<file path="config.mk">
export PLATFORM = sky130hd
export DESIGN_NAME = mem_arbiter
export DESIGN_NICKNAME = d
export VERILOG_FILES = /design/src/rtl/osiris_pkg.sv /design/src/rtl/mem_arbiter.sv
export SDC_FILE = /design/constraint.sdc
export NUM_CORES = 1
export LEC_CHECK = 0
export ABC_AREA = 1
export CAP_MARGIN = 20
export CORE_MARGIN = 5
export CORE_UTILIZATION = 45
export DETAILED_ROUTE_END_ITERATION = 10
export PLACE_DENSITY_LB_ADDON = 0.15
export SLEW_MARGIN = 5
export SYNTH_ARGS = -nofsm -noshare
export SYNTH_HDL_FRONTEND = slang
export SYNTH_SLANG_ARGS = --single-unit
</file>
<file path="constraint.sdc">
create_clock -name clk -period 2.6 [get_ports clk]
set_clock_uncertainty 0.05 [all_clocks]
set_input_delay 0.39 -clock clk [delete_from_list [all_inputs] [get_ports clk]]
set_output_delay 0.39 -clock clk [all_outputs]
set_load 0.1 [all_outputs]
</file>
<file path="src/rtl/osiris_pkg.sv">
// Shared encodings for the Osiris I core.
// Memory arbiter state and grant codes.
package osiris_pkg;

  typedef enum logic [1:0] {
    ARB_IDLE  = 2'd0,
    ARB_ISSUE = 2'd1,
    ARB_WAIT  = 2'd2,
    ARB_DONE  = 2'd3
  } arb_state_e;

  typedef enum logic {
    GNT_IF = 1'b0,
    GNT_DM = 1'b1
  } arb_gnt_e;

endpackage

</file>
<file path="src/rtl/mem_arbiter.sv">
// Single-port SRAM arbiter: IF and MEM share one port,
// with programmable read latency and a stall to hazard logic.
module mem_arbiter
  import osiris_pkg::*;
#(
  parameter int DATA_WIDTH  = 32,
  parameter int ADDR_WIDTH  = 32,
  parameter int WAIT_CYCLES = 1
) (
  input  logic                  clk,
  input  logic                  rst,
  input  logic                  i_if_req,
  input  logic [ADDR_WIDTH-1:0] i_if_addr,
  output logic [DATA_WIDTH-1:0] o_if_rdata,
  output logic                  o_if_valid,
  input  logic                  i_dm_req,
  input  logic                  i_dm_we,
  input  logic [ADDR_WIDTH-1:0] i_dm_addr,
  input  logic [DATA_WIDTH-1:0] i_dm_wdata,
  output logic [DATA_WIDTH-1:0] o_dm_rdata,
  output logic                  o_dm_valid,
  output logic                  o_mem_req,
  output logic                  o_mem_we,
  output logic [ADDR_WIDTH-1:0] o_mem_addr,
  output logic [DATA_WIDTH-1:0] o_mem_wdata,
  input  logic [DATA_WIDTH-1:0] i_mem_rdata,
  output logic                  o_stall
);

  arb_state_e            state_q, state_d;
  arb_gnt_e              gnt_q, gnt_d;
  logic [3:0]            cnt_q, cnt_d;
  logic                  mem_req_q, mem_req_d;
  logic                  mem_we_q, mem_we_d;
  logic [ADDR_WIDTH-1:0] mem_addr_q, mem_addr_d;
  logic [DATA_WIDTH-1:0] mem_wdata_q, mem_wdata_d;
  logic [DATA_WIDTH-1:0] if_rdata_q, if_rdata_d;
  logic [DATA_WIDTH-1:0] dm_rdata_q, dm_rdata_d;
  logic                  if_valid_q, if_valid_d;
  logic                  dm_valid_q, dm_valid_d;

  always_comb begin
    state_d     = state_q;
    gnt_d       = gnt_q;
    cnt_d       = cnt_q;
    mem_req_d   = 1'b0;
    mem_we_d    = mem_we_q;
    mem_addr_d  = mem_addr_q;
    mem_wdata_d = mem_wdata_q;
    if_rdata_d  = if_rdata_q;
    dm_rdata_d  = dm_rdata_q;
    if_valid_d  = 1'b0;
    dm_valid_d  = 1'b0;
    unique case (state_q)
      ARB_IDLE: begin
        // Data side wins ties: it belongs to the older instruction.
        if (i_dm_req) begin
          gnt_d       = GNT_DM;
          mem_we_d    = i_dm_we;
          mem_addr_d  = i_dm_addr;
          mem_wdata_d = i_dm_wdata;
          mem_req_d   = 1'b1;
          state_d     = ARB_ISSUE;
        end else if (i_if_req) begin
          gnt_d      = GNT_IF;
          mem_we_d   = 1'b0;
          mem_addr_d = i_if_addr;
          mem_req_d  = 1'b1;
          state_d    = ARB_ISSUE;
        end
      end
      ARB_ISSUE: begin
        cnt_d   = 4'(WAIT_CYCLES);
        state_d = ARB_WAIT;
      end
      ARB_WAIT: begin
        cnt_d = cnt_q - 4'd1;
        if (cnt_q == 4'd1) begin
          state_d = ARB_DONE;
          if (gnt_q == GNT_DM) begin
            dm_valid_d = 1'b1;
            if (!mem_we_q) dm_rdata_d = i_mem_rdata;
          end else begin
            if_valid_d = 1'b1;
            if_rdata_d = i_mem_rdata;
          end
        end
      end
      ARB_DONE: begin
        state_d = ARB_IDLE;
      end
      default: state_d = ARB_IDLE;
    endcase
  end

  always_ff @(posedge clk or negedge rst) begin
    if (!rst) begin
      state_q     <= ARB_IDLE;
      gnt_q       <= GNT_IF;
      cnt_q       <= '0;
      mem_req_q   <= 1'b0;
      mem_we_q    <= 1'b0;
      mem_addr_q  <= '0;
      mem_wdata_q <= '0;
      if_rdata_q  <= '0;
      dm_rdata_q  <= '0;
      if_valid_q  <= 1'b0;
      dm_valid_q  <= 1'b0;
    end else begin
      state_q     <= state_d;
      gnt_q       <= gnt_d;
      cnt_q       <= cnt_d;
      mem_req_q   <= mem_req_d;
      mem_we_q    <= mem_we_d;
      mem_addr_q  <= mem_addr_d;
      mem_wdata_q <= mem_wdata_d;
      if_rdata_q  <= if_rdata_d;
      dm_rdata_q  <= dm_rdata_d;
      if_valid_q  <= if_valid_d;
      dm_valid_q  <= dm_valid_d;
    end
  end

  assign o_mem_req   = mem_req_q;
  assign o_mem_we    = mem_we_q;
  assign o_mem_addr  = mem_addr_q;
  assign o_mem_wdata = mem_wdata_q;
  assign o_if_rdata  = if_rdata_q;
  assign o_if_valid  = if_valid_q;
  assign o_dm_rdata  = dm_rdata_q;
  assign o_dm_valid  = dm_valid_q;

  assign o_stall = (i_if_req & ~if_valid_q) | (i_dm_req & ~dm_valid_q);

endmodule

</file>
# --- Word-level counts from Yosys, hierarchy flattened ---
# Index checks and enable logic that the tools add are counted.
word_totals:
  regBits: 139
  input_bits: 133
  output_inout_bits: 133
  word_cells: 52
op_classes:
  n_addsub: 1
  eq_ne: 6
  muxes: 19
  bitwise: 7
  reduce_logical: 8
ops:
  columns: ["op", "n"]
  rows:
  - ["$mux W32", 2]
  - ["$mux W1", 12]
  - ["$pmux W2 S4", 1]
  - ["$pmux W4 S2", 1]
  - ["$mux W2", 3]
  - ["$reduce_and A2 Y1", 3]
  - ["$eq A2 B2 Y1 const B", 2]
  - ["$eq A4 B1 Y1 const B", 1]
  - ["$not A1 Y1", 4]
  - ["$reduce_and A4 Y1", 1]
  - ["$reduce_bool A2 Y1", 2]
  - ["$sub A4 B1 Y4 const B", 1]
  - ["$ne A3 B3 Y1 const B", 1]
  - ["$reduce_and A3 Y1", 1]
  - ["$and A1 B1 Y1", 2]
  - ["$eq A2 B1 Y1 const B", 1]
  - ["$logic_not A2 Y1", 1]
  - ["$ne A2 B2 Y1 const B", 1]
  - ["$or A1 B1 Y1", 1]

# --- Logic depth before layout (Yosys ltp) ---
# Gate-level depths: netlist of the first run.
depth:
  ltp_word: 3
  mapped_depth: 8
  ltp_nobuf: 7

# --- Worst setup path before layout of the first run ---
# No wires, ideal clock.
synth_path:
  path_type: "register to output"
  from: "register dm_valid_q, in the netlist o_dm_valid"
  to: "output port o_stall"
  t_arrival_ns: 2.364
  required_ns: 2.160
  slack_ns: -0.204
  path_stages_with_launch: 2
  n_path_buf: 0
  cell_sequence: "dfrtp_1 o22ai_1"
synth_between:
  elab_chain_cells: 3
synth_lines:
  columns: ["element", "line_no", "source"]
  rows:
  - ["start, declared", "mem_arbiter.sv:40", "logic dm_valid_q, dm_valid_d;"]
  - ["start signal, assigned", "mem_arbiter.sv:120", "dm_valid_q <= dm_valid_d;"]
  - ["$not A1 Y1", "mem_arbiter.sv:133", "assign o_stall = (i_if_req & ~if_valid_q) | (i_dm_req & ~dm_valid_q);"]
  - ["$and A1 B1 Y1", "mem_arbiter.sv:133", null]
  - ["$or A1 B1 Y1", "mem_arbiter.sv:133", null]
  - ["end, declared", "mem_arbiter.sv:27", "output logic o_stall"]
# Every way passes these cells.

# --- Worst setup path in the final report of the first run ---
layout_path:
  from: "register state_q[0]"
  to: "register if_rdata_q[20], in the netlist o_if_rdata[20]"
layout_between:
  elab_chain_cells: 2
layout_lines:
  columns: ["element", "line_no", "source"]
  rows:
  - ["start, declared", "mem_arbiter.sv:30", "arb_state_e state_q, state_d;"]
  - ["start signal, assigned", "mem_arbiter.sv:110", "state_q <= state_d;"]
  - ["$eq A2 B2 Y1", "mem_arbiter.sv:54", "unique case (state_q)"]
  - ["$reduce_and A3 Y1 (no line)", null, null]
  - ["end signal, assigned", "mem_arbiter.sv:117", "if_rdata_q <= if_rdata_d;"]
  - ["end, declared", "mem_arbiter.sv:37", "logic [DATA_WIDTH-1:0] if_rdata_q, if_rdata_d;"]
# Every way passes these cells.
# A chain may end at the register's enable or synchronous reset.

==> run_results.csv, run 1 <==
group,metric,value,unit
outcome,status,"completed",
cts,clkTransAtPathRegs,60,ps
timing,setup_tns,0,ps
die,start_util,0.455,
global_routing,antenna_found_initial,0,
routing,routedWlPerCell,15.5,um
routing,routed-wl-met2,8430,um
place,gp_congestion,0.820,
place,dp_slack,801,ps
routing,wl,18100,um
setup_path,crit_chain,"inv_1, ha_1, inv_2, nor2_2, nand2_2, nand2_1, nand2_1",
cts,cts_buffer_depth,2,
global_routing,grt_pass1_vias,5419,
timing,finalMaxSlewViolations,0,
place,dp_hpwl,12900,um
setup_path,worst-path-buf-inv,2,
finish,final_common_cell,"nand2_1",
setup_path,slowest_delay,430,ps
setup_path,crit_fanout,33,
timing,hold_viol,0,
setup_path,crit_path_start_kind,"flop",
die,die_x,125,um
die,std_cell_rows,42,
synth,synth-seq-cells,139,
routing,vias,5525,
timing,slew_headroom,0.532,
die,die_y,125,um
finish,drive_gt1_frac,0.191,
timing,finalWorstSetupSlack,784,ps
finish,fin_util,0.687,
cts,tritoncts,"yes",
synth,synth.cell_area,5980,um^2
die,core_area,13100,um^2
routing,drcViolationCount,0,
setup_path,crit_family,"simple AND/OR/NAND/NOR gates",
die,die_area,15700,um^2
finish,regArea,3480,um^2
finish,n_antenna_cell,0,
global_routing,gr-total-overflow,0,
routing,dr.pass1.iters,4,
timing,setup_viol_count_final,0,
finish,nets,1113,
setup_path,crit_type,"reg -> reg",
routing,final_antenna_net_count,0,
global_routing,grt_pass1_wl,29200,um
setup_path,end_kind,"flop",
finish,syn2layout_area_growth,51.0,%
setup_path,cp_slowest_cell,"nand2_2",
global_routing,grt_max_degree,68,
synth,ys_types,24,
timing,fmax,551,MHz
routing,drt_iter0_markers,360,
cts,worstSkewPairLatency,410,ps
timing,fin_crit,1820,ps
finish,fill_cells,1136,
synth,avgSynthCellArea,8.35,um^2
cts,post-cts-setup-buffers,0,
global_routing,grt_use_total,0.233,
timing,hold_slack,336,ps
synth,yosys_warnings,0,
finish,multi_input_area,2110,um^2
cts,cts_made_buffers,17,
synth,ys_seq_area_frac,0.582,
timing,fin_crit_sh,0.698,
synth,syn_inst,716,
timing,tightest_slew,700,ps
timing,rsz0062_at_grt,"no",
setup_path,cp_common_cell,"nand2_1",
flow_run,drv_cap,0,
synth,syn_nets,854,
setup_path,cp.arrival,2060,ps
die,io_pins,266,
cts,cts_sinks,139,
place,io_buffers,265,
min_path,hold_class,"in -> reg",
routing,wl_met3,1490,um
setup_path,worstPathRequired,2840,ps
finish,mostFrequentLayoutCells,"330 x nand2_1, 146 x buf_4, 139 x dfrtp_1",
cts,cts.htree.levels,4,
routing,dr.max_layer_used,"met4",
routing,via_per_inst,4.75,
cts,clockRootBuffer,"clkbuf_16",
routing,wirelength_met1,7780,um
[final cells by class]
class	instances	share of cell area
Multi-Input combinational cell	491	0.233
Timing Repair Buffer	282	0.275
Clock inverter	7	0.00998
Clock buffer	24	0.0534
Sequential cell	139	0.385
Inverter	44	0.0183
Tap cell	176	0.0244
[worst paths after layout]
path                                      from              end  slack (ps)  cells past startpoint
max in group asynchronous                  rst   o_if_rdata[15]        1380                      3
worst max-delay path                state_q[0]   o_if_rdata[20]         780                      7
worst min register to register  o_if_rdata[25]   o_if_rdata[25]         420                      2
worst max register to register      state_q[0]   o_if_rdata[20]         780                      7
min in group asynchronous                  rst  o_mem_wdata[27]         460                      2
worst min-delay path                  i_dm_req  o_mem_wdata[10]         340                      3
[synthesized netlist by cell type]
library cell,n,area [um^2]
nand2_1,330,1240
nand3_1,69,345
inv_2,3,11.3
o21ai_0,55,275
clkbuf_1,12,45.0
nor2_4,1,11.3
ha_1,5,62.6
a21oi_1,2,10.0
and3_1,1,6.26
buf_2,18,90.1
o22ai_1,1,6.26
nor2_1,5,18.8
nor2_2,1,6.26
nor3b_1,1,7.51
dfrtp_1,139,3480
inv_1,41,154
nand2_2,2,12.5
o21a_1,1,7.51
buf_4,9,67.6
or2_2,1,6.26
nor3_1,1,5.00
o21ai_1,14,70.1
nand3_2,1,10.0
buf_6,3,33.8
[worst register-to-register path: stages, from the launching register on]
cell     delay, ps
dfrtp_1        370
inv_1          100
ha_1           260
inv_2           80
nor2_2         130
nand2_2        430
nand2_1        210
nand2_1         70
[what timing repair did]
item / 4_1_cts / 5_1_grt
gates resized for setup: 0 / 0
endpoints found under the hold margin: 53 / 0
hold buffers: 1 / 0
[metrics by stage]
stage                     cell area [um^2]  instances
after floorplan                       5990        716
after global placement                8440       1131
after detailed placement              8440       1131
after CTS                             9030       1163
after global routing                  9030       1163
final                                 9030       1163
[routing by layer]
metal  vias up  global-route usage
li1       2754                   -
met1      2559               0.304
met2       191               0.362
met3        21              0.0819
met4         0              0.0848
met5         -                   0
[logic make-up after synthesis]
kind of cell / after synthesis / share of synthesized area
and+or+nand+nor: 413 / 0.279
DFF: 139 / 0.582
buffers and inverters: 86 / 0.0672
AOI/OAI and AO/OA: 73 / 0.0617
adders and majority gates: 5 / 0.0105
[flip-flops by register name, indices dropped and copies added (netlist names), 2 cells and up]
register,cells
o_dm_rdata,32
o_mem_wdata,32
o_mem_addr,32
state_q,2
o_if_rdata,32
cnt_q,4
Power of run 1 is left out: the tool's default activity adds up to more than one toggle a clock period on the data nets, which glitch-free logic cannot reach.
==> inputs of run 2 (changes only) <==
- CORE_UTILIZATION: 45 -> 38
- clock period: 2.6 -> 1.6 ns (I/O delays scaled with it)
==> run 2 against run 1 <==
  * Via count rose by 2.1%
  * Die area grew 17%
  * Global-route usage is 2.5 points lower
  * Worst hold slack lost 190 ps
  * Final area grew 21%
  * Count of clock-buffer cells in the layout decreased by 3
  * Register-to-register slack got worse by 670 ps
  * Core utilization grew 2.8 points
  * First-iteration DRC count down 27%
  * Routed wire length increased by 7.0%
  * Non-clock buffer count increased by 4
  * Sequential share of layout area is 6.8 points lower
==> run_results.csv, run 2 (synthesis results as in run 1) <==
group,metric,value,unit
setup_path,worstPathRequired,1310,ps
cts,cts_made_buffers,17,
min_path,min_path_cells,3,
timing,fin_crit_sh,0.943,
timing,slew_headroom,0.737,
place,dp_cells,1170,
setup_path,crit_chain,"o22ai_4, buf_12",
place,io_buffers,265,
global_routing,gr-total-overflow,0,
setup_path,r2r_end,"o_mem_addr[29]",
global_routing,grt_pass1_wl,30000,um
setup_path,worst-path-buf-inv,1,
setup_path,crit_path_start_kind,"flop",
finish,nets,1117,
cts,cts_buffer_depth,2,
finish,stdcell_count,1202,
die,io_pins,266,
finish,final_common_cell,"nand2_1",
cts,worstSkewPairLatency,410,ps
setup_path,end_kind,"output port",
die,die_area,18300,um^2
finish,syn2layout_area_growth,83.2,%
timing,rsz0062_at_grt,"yes",
setup_path,slowest_delay,430,ps
setup_path,r2r_start,"state_q[0]",
routing,final_antenna_net_count,0,
min_path,worst_hold_startpoint,"i_dm_req",
min_path,hold_class,"in -> reg",
finish,n_antenna_cell,0,
die,die_x,135,um
setup_path,crit_family,"flip-flops",
timing,hold_viol,0,
routing,wl,19300,um
global_routing,antenna_found_initial,0,
finish,fin_util,0.715,
global_routing,grt_pass1_vias,5544,
setup_path,r2r_cells,6,
timing,fin_crit,1510,ps
setup_path,crit_fanout,2,
global_routing,grt_use_total,0.207,
flow_run,drv_cap,0,
cts,cts.htree.levels,4,
cts,clockRootBuffer,"clkbuf_16",
timing,setup_tns,0,ps
place,dp_hpwl,14300,um
finish,final_area,11000,um^2
die,std_cell_rows,45,
cts,cts_sinks,139,
cts,clkTransAtPathRegs,60,ps
routing,drt_iter0_markers,264,
outcome,status,"completed",
timing,fmax,663,MHz
timing,tightest_slew,395,ps
timing,setup_viol_count_final,0,
finish,drive_gt1_frac,0.203,
die,die_y,135,um
routing,routedWlPerCell,16.1,um
finish,mostFrequentLayoutCells,"330 x nand2_1, 144 x buf_12, 137 x dfrtp_1",
die,core_area,15300,um^2
setup_path,crit_type,"reg -> out",
setup_path,cp.arrival,1220,ps
place,placed_area,10300,um^2
routing,dr.pass1.iters,5,
global_routing,grt_max_degree,60,
routing,drcViolationCount,0,
setup_path,cp_slowest_cell,"dfrtp_2",
min_path,hold_end,"o_mem_we",
place,gp_congestion,0.738,
routing,vias,5643,
die,start_util,0.390,
routing,via_per_inst,4.69,
cts,tritoncts,"yes",
timing,finalMaxSlewViolations,0,
setup_path,ff2ff_setup_slack,110,ps
setup_path,worst-path-stages,2,
-- run 2: cell types whose count changed in the layout (fill, tap and decap cells not counted), moves of 2 or more --
cell | before | now
buf_12 | 3 | 144
buf_4 | 146 | 9
clkbuf_1 | 4 | 0
clkinv_4 | 0 | 2
dfrtp_1 | 139 | 137
dfrtp_2 | 0 | 2
ha_1 | 5 | 3
-- run 2: layout make-up --
cell class	count	area, um^2
timing repair buffer	286	4280
clock buffer	21	480
clock inverter	10	140
sequential	139	3480
fill	1146	4360
tap	211	264
inverter	44	165
multi-input combinational	491	2150
-- run 2: worst min-delay path, cell delays in order --
cell and delay, ps:
buf_2 160, nand3_1 80, o21ai_0 70
-- run 2: what timing repair did --
item                                    in CTS  in global routing
buffers inserted                             0                  0
hold buffers                                 1                  0
pin swaps                                    0                  0
endpoints found under the hold margin      139                  0
endpoints found under the setup margin       2                 58
resized for setup                            1                  5
-- run 2: worst max-delay path by stage --
stage | startpoint | to | slack (ps)
after detailed placement | state_q[0] | o_if_rdata[21] | 0.7
after CTS | state_q[0] | o_if_rdata[21] | 40
final | o_if_valid | o_stall | 90
after global routing | state_q[0] | o_mem_addr[15] | 10
after global placement | state_q[0] | o_dm_rdata[12] | 100
after floorplan | o_dm_valid | o_stall | -140
-- run 2: stage by stage --
stage / setup WS, ps / hold WS (ps)
after global placement: 99.3 / 16.1
final: 91.9 / 143
after floorplan: -137 / -106
after global routing: 10.1 / 151
after CTS: 42.9 / 129
after detailed placement: 0.724 / 16.9
-- run 2: layer usage --
layer  vias up  GRT usage  share of wire
li1       2772          -              -
met1      2631      0.260           0.41
met2       219      0.321           0.46
met3        21     0.0988           0.11
met4         0     0.0605          0.018
met5         -          0              0
Power of run 2 is left out for the same reason.
